$ cat src/rtl/countdown_run_if.sv
// Control and display bundle between the time-setter stage and the countdown core.
// The setter drives run/preset/edit inputs; the core returns display and status.
interface countdown_run_if;
   logic        go;
   logic [31:0] set_val;
   logic [3:0]  edit_state;
   logic [31:0] disp;
   logic        running;
   logic        done;
   logic        alarm;

   modport master (
      output go, set_val, edit_state,
      input  disp, running, done, alarm
   );

   modport slave (
      input  go, set_val, edit_state,
      output disp, running, done, alarm
   );
endinterface

$ cat src/rtl/countdown_run.sv
// HH:MM:SS BCD countdown with pause, one-cycle expiry pulse and a timed alarm.
// The value is held as six BCD nibbles; separator nibbles exist only on the display bus.
module countdown_run #(
   parameter int unsigned TICK_DIV  = 100000000,
   parameter int unsigned ALARM_SEC = 10
) (
   input logic            clk,
   input logic            rst_n,
   countdown_run_if.slave bus
);
   // state | meaning
   // IDLE  | value follows clamped preset, waiting for a go rising edge
   // RUN   | prescaler counting, one-second decrements on wrap
   // PAUSE | value and prescaler frozen, waiting for go or an edit request
   // DONE  | expired, shows 00:00:00, alarm timed by prescaler ticks
   typedef enum logic [1:0] {IDLE, RUN, PAUSE, DONE} state_t;

   localparam int unsigned   PW         = (TICK_DIV > 2) ? $clog2(TICK_DIV) : 1;
   localparam int unsigned   AW         = (ALARM_SEC > 1) ? $clog2(ALARM_SEC + 1) : 1;
   localparam logic [PW-1:0] PRESC_LAST = PW'(TICK_DIV - 1);
   localparam logic          ALARM_EN   = (ALARM_SEC != 0);

   function automatic logic [3:0] clamp_digit(input logic [3:0] d, input logic [3:0] max);
      return (d > max) ? max : d;
   endfunction

   function automatic logic [23:0] clamp_preset(input logic [23:0] v);
      return {clamp_digit(v[23:20], 4'd9), clamp_digit(v[19:16], 4'd9),
              clamp_digit(v[15:12], 4'd5), clamp_digit(v[11:8],  4'd9),
              clamp_digit(v[7:4],   4'd5), clamp_digit(v[3:0],   4'd9)};
   endfunction

   // Digit 0 is sec_1; tens of seconds and tens of minutes wrap to 5, the rest to 9.
   // A zero value is left untouched so hours never wrap below 00:00:00.
   function automatic logic [23:0] dec_one_sec(input logic [23:0] v);
      logic [23:0] r;
      logic        borrow;
      r      = v;
      borrow = 1'b1;
      for (int i = 0; i < 6; i++) begin
         if (borrow) begin
            if (r[i*4 +: 4] != 4'd0) begin
               r[i*4 +: 4] = r[i*4 +: 4] - 4'd1;
               borrow      = 1'b0;
            end else begin
               r[i*4 +: 4] = (i == 1 || i == 3) ? 4'd5 : 4'd9;
            end
         end
      end
      return (v == 24'd0) ? 24'd0 : r;
   endfunction

   state_t        state_q, state_d;
   logic [23:0]   value_q, value_d;
   logic [PW-1:0] presc_q, presc_d;
   logic [AW-1:0] alm_cnt_q, alm_cnt_d;
   logic          alarm_q, alarm_d;
   logic          done_q, done_d;
   logic          go_q;
   logic          armed_q;

   logic [23:0]   preset_raw;
   logic [23:0]   preset_c;
   logic [23:0]   value_dec;
   logic [PW-1:0] presc_inc;
   logic          tick;
   logic          go_rise;
   logic          go_fall;
   logic          alarm_last;

   assign preset_raw = {bus.set_val[31:24], bus.set_val[19:12], bus.set_val[7:0]};
   assign preset_c   = clamp_preset(preset_raw);
   assign value_dec  = dec_one_sec(value_q);
   assign tick       = (presc_q == PRESC_LAST);
   assign presc_inc  = tick ? '0 : presc_q + PW'(1);
   // armed_q masks the first cycle after reset so a go already high is not an edge
   assign go_rise    = bus.go & ~go_q & armed_q;
   assign go_fall    = ~bus.go & go_q;
   assign alarm_last = ((32'(alm_cnt_q) + 32'd1) >= ALARM_SEC);

   always_comb begin
      state_d   = state_q;
      value_d   = value_q;
      presc_d   = presc_q;
      alm_cnt_d = alm_cnt_q;
      alarm_d   = alarm_q;
      done_d    = 1'b0;
      case (state_q)
         IDLE: begin
            value_d = preset_c;
            presc_d = '0;
            if (go_rise) begin
               if (preset_c != 24'd0) begin
                  state_d = RUN;
               end else begin
                  state_d   = DONE;
                  done_d    = 1'b1;
                  alarm_d   = ALARM_EN;
                  alm_cnt_d = '0;
               end
            end
         end
         RUN: begin
            presc_d = presc_inc;
            if (tick) begin
               value_d = value_dec;
               if (value_dec == 24'd0) begin
                  state_d   = DONE;
                  done_d    = 1'b1;
                  alarm_d   = ALARM_EN;
                  alm_cnt_d = '0;
                  presc_d   = '0;
               end else if (!bus.go) begin
                  state_d = PAUSE;
               end
            end else if (!bus.go) begin
               state_d = PAUSE;
            end
         end
         PAUSE: begin
            if (bus.go) begin
               state_d = RUN;
            end else if (bus.edit_state != 4'd0) begin
               state_d = IDLE;
               presc_d = '0;
            end
         end
         DONE: begin
            value_d = '0;
            presc_d = presc_inc;
            if (go_fall) begin
               state_d   = IDLE;
               alarm_d   = 1'b0;
               alm_cnt_d = '0;
               presc_d   = '0;
            end else if (tick && alarm_q) begin
               alm_cnt_d = alm_cnt_q + AW'(1);
               if (alarm_last) begin
                  alarm_d = 1'b0;
               end
            end
         end
         default: begin
            state_d = IDLE;
            presc_d = '0;
         end
      endcase
   end

   always_ff @(posedge clk or negedge rst_n) begin
      if (!rst_n) begin
         state_q   <= IDLE;
         value_q   <= '0;
         presc_q   <= '0;
         alm_cnt_q <= '0;
         alarm_q   <= 1'b0;
         done_q    <= 1'b0;
         go_q      <= 1'b0;
         armed_q   <= 1'b0;
      end else begin
         state_q   <= state_d;
         value_q   <= value_d;
         presc_q   <= presc_d;
         alm_cnt_q <= alm_cnt_d;
         alarm_q   <= alarm_d;
         done_q    <= done_d;
         go_q      <= bus.go;
         armed_q   <= 1'b1;
      end
   end

   assign bus.disp    = {value_q[23:16], 4'hf, value_q[15:8], 4'hf, value_q[7:0]};
   assign bus.running = (state_q == RUN);
   assign bus.done    = done_q;
   assign bus.alarm   = alarm_q;

endmodule
$ cat src/flat_wrapper.sv
// flat-port wrapper written by rule: the top's interface ports become plain ports
module countdown_run_flat 
#(
   parameter int unsigned TICK_DIV  = 100000000,
   parameter int unsigned ALARM_SEC = 10
)
  (clk, rst_n, bus_go, bus_set_val, bus_edit_state, bus_disp, bus_running, bus_done, bus_alarm);
  countdown_run_if bus_i ();
  input logic clk;
  input logic rst_n;
  input wire logic [$bits(bus_i.go)-1:0] bus_go;
  input wire logic [$bits(bus_i.set_val)-1:0] bus_set_val;
  input wire logic [$bits(bus_i.edit_state)-1:0] bus_edit_state;
  output wire logic [$bits(bus_i.disp)-1:0] bus_disp;
  output wire logic [$bits(bus_i.running)-1:0] bus_running;
  output wire logic [$bits(bus_i.done)-1:0] bus_done;
  output wire logic [$bits(bus_i.alarm)-1:0] bus_alarm;
  assign bus_i.go = bus_go;
  assign bus_i.set_val = bus_set_val;
  assign bus_i.edit_state = bus_edit_state;
  assign bus_disp = bus_i.disp;
  assign bus_running = bus_i.running;
  assign bus_done = bus_i.done;
  assign bus_alarm = bus_i.alarm;
  countdown_run #(.TICK_DIV(TICK_DIV), .ALARM_SEC(ALARM_SEC)) u_core (.clk(clk), .rst_n(rst_n), .bus(bus_i));
endmodule
$ cat config.mk
export PLATFORM = sky130hd
export DESIGN_NAME = countdown_run_flat
export DESIGN_NICKNAME = d
export VERILOG_FILES = /design/src/rtl/countdown_run_if.sv /design/src/rtl/countdown_run.sv /design/src/flat_wrapper.sv
export SDC_FILE = /design/constraint.sdc
export NUM_CORES = 1
export LEC_CHECK = 0
export BUFFER_PORTS_ARGS = -buffer_cell sky130_fd_sc_hd__buf_2
export CAP_MARGIN = 10
export CORE_MARGIN = 5
export CORE_UTILIZATION = 53
export CTS_CLUSTER_SIZE = 16
export DETAILED_ROUTE_END_ITERATION = 8
export GPL_TIMING_DRIVEN = 0
export PLACE_DENSITY = 0.85
export SLEW_MARGIN = 10
export SYNTH_ARGS = -nofsm -noshare
export SYNTH_HDL_FRONTEND = slang
export SYNTH_SLANG_ARGS = --single-unit
$ cat constraint.sdc
create_clock -name clk -period 3.4 [get_ports clk]
set_input_delay 0.51 -clock clk [delete_from_list [all_inputs] [get_ports clk]]
set_output_delay 0.51 -clock clk [all_outputs]
set_load 0.01 [all_outputs]
After elaboration in Yosys (flattened, before gate mapping)

Cells that the tools add are included.

Register bits: 61
Word-level logic and storage cells: 126
Input bits: 39

Order comparisons: 7
Mux-type cells: 65
Reductions and logical operators: 18
$add $sub $neg: 9
Bitwise logic cells: 5
Equal/unequal tests: 14

Operator list:

| operator                | number |
|---|---|
| $mux W27                | 6 |
| $pmux W27 S4            | 1 |
| $mux W4                 | 23 |
| $pmux W24 S3            | 1 |
| $logic_not A24 Y1       | 2 |
| $mux W24                | 2 |
| $ge A32 B4 Y1 const B   | 1 |
| $reduce_bool A4 Y1      | 7 |
| $add A27 B1 Y27 const B | 1 |
| $eq A27 B27 Y1 const B  | 1 |
| $reduce_bool A24 Y1     | 1 |
| $sub A4 B1 Y4 const B   | 6 |
| $mux W1                 | 20 |
| $gt A4 B4 Y1 const B    | 4 |
| $mux W2                 | 8 |
| $pmux W4 S3             | 1 |
| $ne A2 B1 Y1 const B    | 5 |
| $gt A4 B3 Y1 const B    | 2 |
| $pmux W2 S4             | 1 |
| $reduce_and A7 Y1       | 1 |
| $ne A3 B1 Y1 const B    | 2 |
| $reduce_and A6 Y1       | 1 |
| $add A4 B1 Y5 const B   | 1 |
| $add A4 B1 Y4 const B   | 1 |
| other kinds (13)        | 19 |

Longest topological paths before layout

Word-level depth: 13
Mapped depth: 12

Least setup slack after synthesis

Ideal clock, no wire load.

Kind: reg2reg
From: register u_core.value_q[0]
To: register u_core.alm_cnt_q[2]
Library setup time: 0.126 ns
Arrival time: 2.695 ns
Data required time: 3.274 ns
Slack: 0.579 ns
Period minus slack after synthesis: 2.821 ns
Stages on the path, launching flop included: 13
Cells stage by stage: dfrtp_1 -> inv_1 -> ha_1 -> or3b_1 -> buf_6 -> nor3_4 -> buf_4 -> nor2_2 -> o31a_1 -> nor4_4 -> and3_4 -> o21bai_4 -> a221o_1

Word-level cells in the longest chain between the ends: 12

Ends and longest elaborated chain:

| what                          | RTL line             | text |
|---|---|---|
| start, declared               | countdown_run.sv:54  | `logic [23:0] value_q, value_d;` |
| start signal, assigned        | countdown_run.sv:162 | `value_q <= value_d;` |
| $reduce_bool A4 Y1            | countdown_run.sv:42  | `if (r[i*4 +: 4] != 4'd0) begin` |
| $mux W1 (2 in a row)          | countdown_run.sv:42  |  |
| $mux W1 (4 in a row)          | countdown_run.sv:41  | `if (borrow) begin` |
| $mux W4                       | countdown_run.sv:41  |  |
| $mux W24 *                    | countdown_run.sv:50  | `return (v == 24'd0) ? 24'd0 : r;` |
| $logic_not A24 Y1 *           | countdown_run.sv:107 | `if (value_dec == 24'd0) begin` |
| $ne A2 B1 Y1 (no line) *      | --                   |  |
| $reduce_and A6 Y1 (no line) * | --                   |  |
| end signal, assigned          | countdown_run.sv:164 | `alm_cnt_q <= alm_cnt_d;` |
| end, declared                 | countdown_run.sv:56  | `logic [AW-1:0] alm_cnt_q, alm_cnt_d;` |

Every way passes the cells marked *; elsewhere a longest branch is shown, timed or not.
A chain may end at the register's enable or synchronous reset.

Final worst setup path

Same ends and word-level chain as after synthesis.

==> impl_metrics.ini <==
[yosys]
ys_seq_area_share_pct = 36.8
synth_area_per_cell_um2 = 8.30
yosysUniqueCellTypes = 70
synthFlopType = dfrtp_1
synth_edf_count = 0
yosysWarnings = 0
synthesis.area_um2 = 4150
synthCells = 500
ys_seq_elements = 61
synth-async-reset-ratio_pct = 100

[min_path]
holdCritPathClass = in -> async

[grt]
grt_pass1_vias = 4046
grt_pass1_wl_um = 19400
antenna_found_initial = 0
grt.overflow.total = 0
grt.total_usage_pct = 24.4
grt_max_degree = 62

[pwr]
vdd_ir_drop_max_uv = 310
leakage_nw = 2.21
powerDensity_nw_per_um2 = 827

[clock_tree]
clk_latency_ns = 0.35
cts_buffers = 9
clockRootBuffer = clkbuf_8
clk_path_buf_depth = 2
clock_sinks = 61
htreeDepth = 3
cts_tree = built
holdBufCountCts = 0
clkTransAtPathRegs_ns = 0.08

[critical_path]
timing.rr.end = u_core.alm_cnt_q[2]$_DFFE_PN0P_
cp_num_buf_inv = 2
worst-setup-path-type = reg -> reg
slowest_stage = nor4_2
arrival_ns = 3.47
r2r_cells = 11
worst_path_largest_cell_delay_ns = 0.46
crit_family = simple AND/OR/NAND/NOR gates
worstPathRequired_ns = 3.62
reg2reg_from = u_core.value_q[0]$_DFFE_PN0P_
path_cells = inv_1, ha_1, nor3b_4, nand4_1, buf_2, o41ai_2, o41ai_1, nor4_2, and3_4, o21bai_4, a221o_1
end_kind = register
crit_fanout = 10
cp-start-kind = register
reg2reg_slack_ns = 0.15

[placement]
port_buffers = 57
hpwlAfterDp_um = 8660
dpl_cell_area_um2 = 4590
gp_congestion = 0.933

[floorplanning]
ios = 74
initial_utilization_pct = 54.0
dieArea_um2 = 9700
die_h_um = 98.5
core_um2 = 7690
die_x_um = 98.5
fp-row-count = 32

[timing]
finalCritPeriodShare_pct = 95.5
max_freq_mhz = 308
setup-tns-final_ns = 0
hold_viol_final = 0
worstMarginPinSlew_ns = 0.778
relSlewSlack_pct = 48.2
skew_ns = 0.0117
finalMaxSlewViolations = 0
setup_violations = 0
layout_min_cycle_time_ns = 3.25
rsz0062_at_grt = true

[run_status]
outcome = finished clean

[drt]
vias = 4194
wl_per_cell_um = 17.3
vias_per_cell = 6.10
drc = 0
ant_nets = 0
wl_um = 11900
drt_iter0_markers = 233
first_pass_iters = 5

[job]
cap_violations = 0

[final_layout]
layout_common_cells = dfrtp_1 (61), buf_2 (58), nor2_1 (56), nand2_1 (55), o21ai_0 (44)
final_common_cell = dfrtp_1
post-route-util_pct = 63.8
regArea_um2 = 1530
multiInputGateArea_um2 = 2450
num-nets-final = 629
nFillCells = 656
final_layout_size_suffix_gt1_share_pct = 19.7
finalInstanceArea_um2 = 4900
area_delta_synth_final_pct = 18.2
diodes = 0
==> synth_stat cells (8+ instances only) <==
library cell	instances	area (µm²)
dfrtp_1	61	1530
nor2_1	57	214
nand2_1	55	206
o21ai_0	44	220
a21oi_1	24	120
inv_1	24	90.1
nand3_1	24	120
xor2_1	16	140
nor3_1	15	75.1
clkbuf_1	12	45.0
nor4_1	11	68.8
buf_4	10	75.1
ha_1	10	125
a31oi_1	8	50.1
and3_1	8	50.1
nand4_1	8	50.1
==> power breakdown <==
group / total (mW) / switching [mW] / internal, mW
Clock: 0.807 / 0.300 / 0.507
Sequential: 1.11 / 0.235 / 0.878
Combinational: 2.13 / 1.31 / 0.821
==> state kept, by name, summed over array words and instances, names as in the netlist <==
name and count:
u_core.state_q 2, u_core.bus.alarm 1, u_core.go_q 1, u_core.alm_cnt_q 4, u_core.armed_q 1, u_core.value_q 24
u_core.bus.done 1, u_core.presc_q 27
==> per-layer routing <==
metal	up-vias	routed length, µm	track usage (%)	share of wire, %
met2	199	5760	40.1	49
li1	1949	-	-	-
met5	-	0	0	0
met1	2010	4710	30.7	40
met3	36	951	5.24	8.0
met4	0	435	11.2	3.7
==> cell families (layout without fill, tap and decap cells) <==
kind of cell | count (synthesis) | count (layout) | synth area share [%]
AOI/OAI and AO/OA | 122 | 122 | 18.8
xor gates and xnor gates | 19 | 19 | 4.01
adders and majority gates | 10 | 10 | 3.02
buffers and inverters | 50 | 127 | 5.82
DFF | 61 | 61 | 36.8
muxes | 7 | 7 | 1.81
other | 1 | 9 | 0.0904
and+or+nand+nor | 230 | 230 | 29.6
==> cell type report <==
type,instances,share of cell area (%)
multi-input cells,397,49.9
flip-flops and latches,61,31.1
repair buffers,61,6.48
plain buffers,25,3.04
clock buffers,12,2.96
well taps,102,2.60
clock inverters,4,1.94
inverters,25,1.91
==> repair_timing <==
action | in CTS | in global routing
gates resized for setup | 0 | 10
setup buffers | 0 | 4
endpoints found under the setup margin | 0 | 16
==> metrics by stage <==
step	setup slack [ns]	std cells	total power, mW	hold slack (ns)
floorplan	0.579	508	2.49	0.214
global placement	0.132	667	3.06	0.488
detailed placement	0.0847	667	3.12	0.488
CTS	0.0415	683	3.93	0.273
global route	-0.0362	687	4.32	0.305
finish	0.153	687	4.05	0.237
==> worst max path at each step <==
stage,start,end,slack [ns],depth (start not counted)
floorplan,u_core.value_q[0]$_DFFE_PN0P_,u_core.alm_cnt_q[2]$_DFFE_PN0P_,0.58,12
global placement,u_core.value_q[0]$_DFFE_PN0P_,u_core.alm_cnt_q[2]$_DFFE_PN0P_,0.13,11
detailed placement,u_core.value_q[0]$_DFFE_PN0P_,u_core.alm_cnt_q[2]$_DFFE_PN0P_,0.08,11
CTS,u_core.value_q[0]$_DFFE_PN0P_,u_core.alm_cnt_q[2]$_DFFE_PN0P_,0.04,11
global route,u_core.value_q[0]$_DFFE_PN0P_,u_core.alm_cnt_q[2]$_DFFE_PN0P_,-0.04,11
finish,u_core.value_q[0]$_DFFE_PN0P_,u_core.alm_cnt_q[2]$_DFFE_PN0P_,0.15,11
Power figures use the tool's default switching activity.
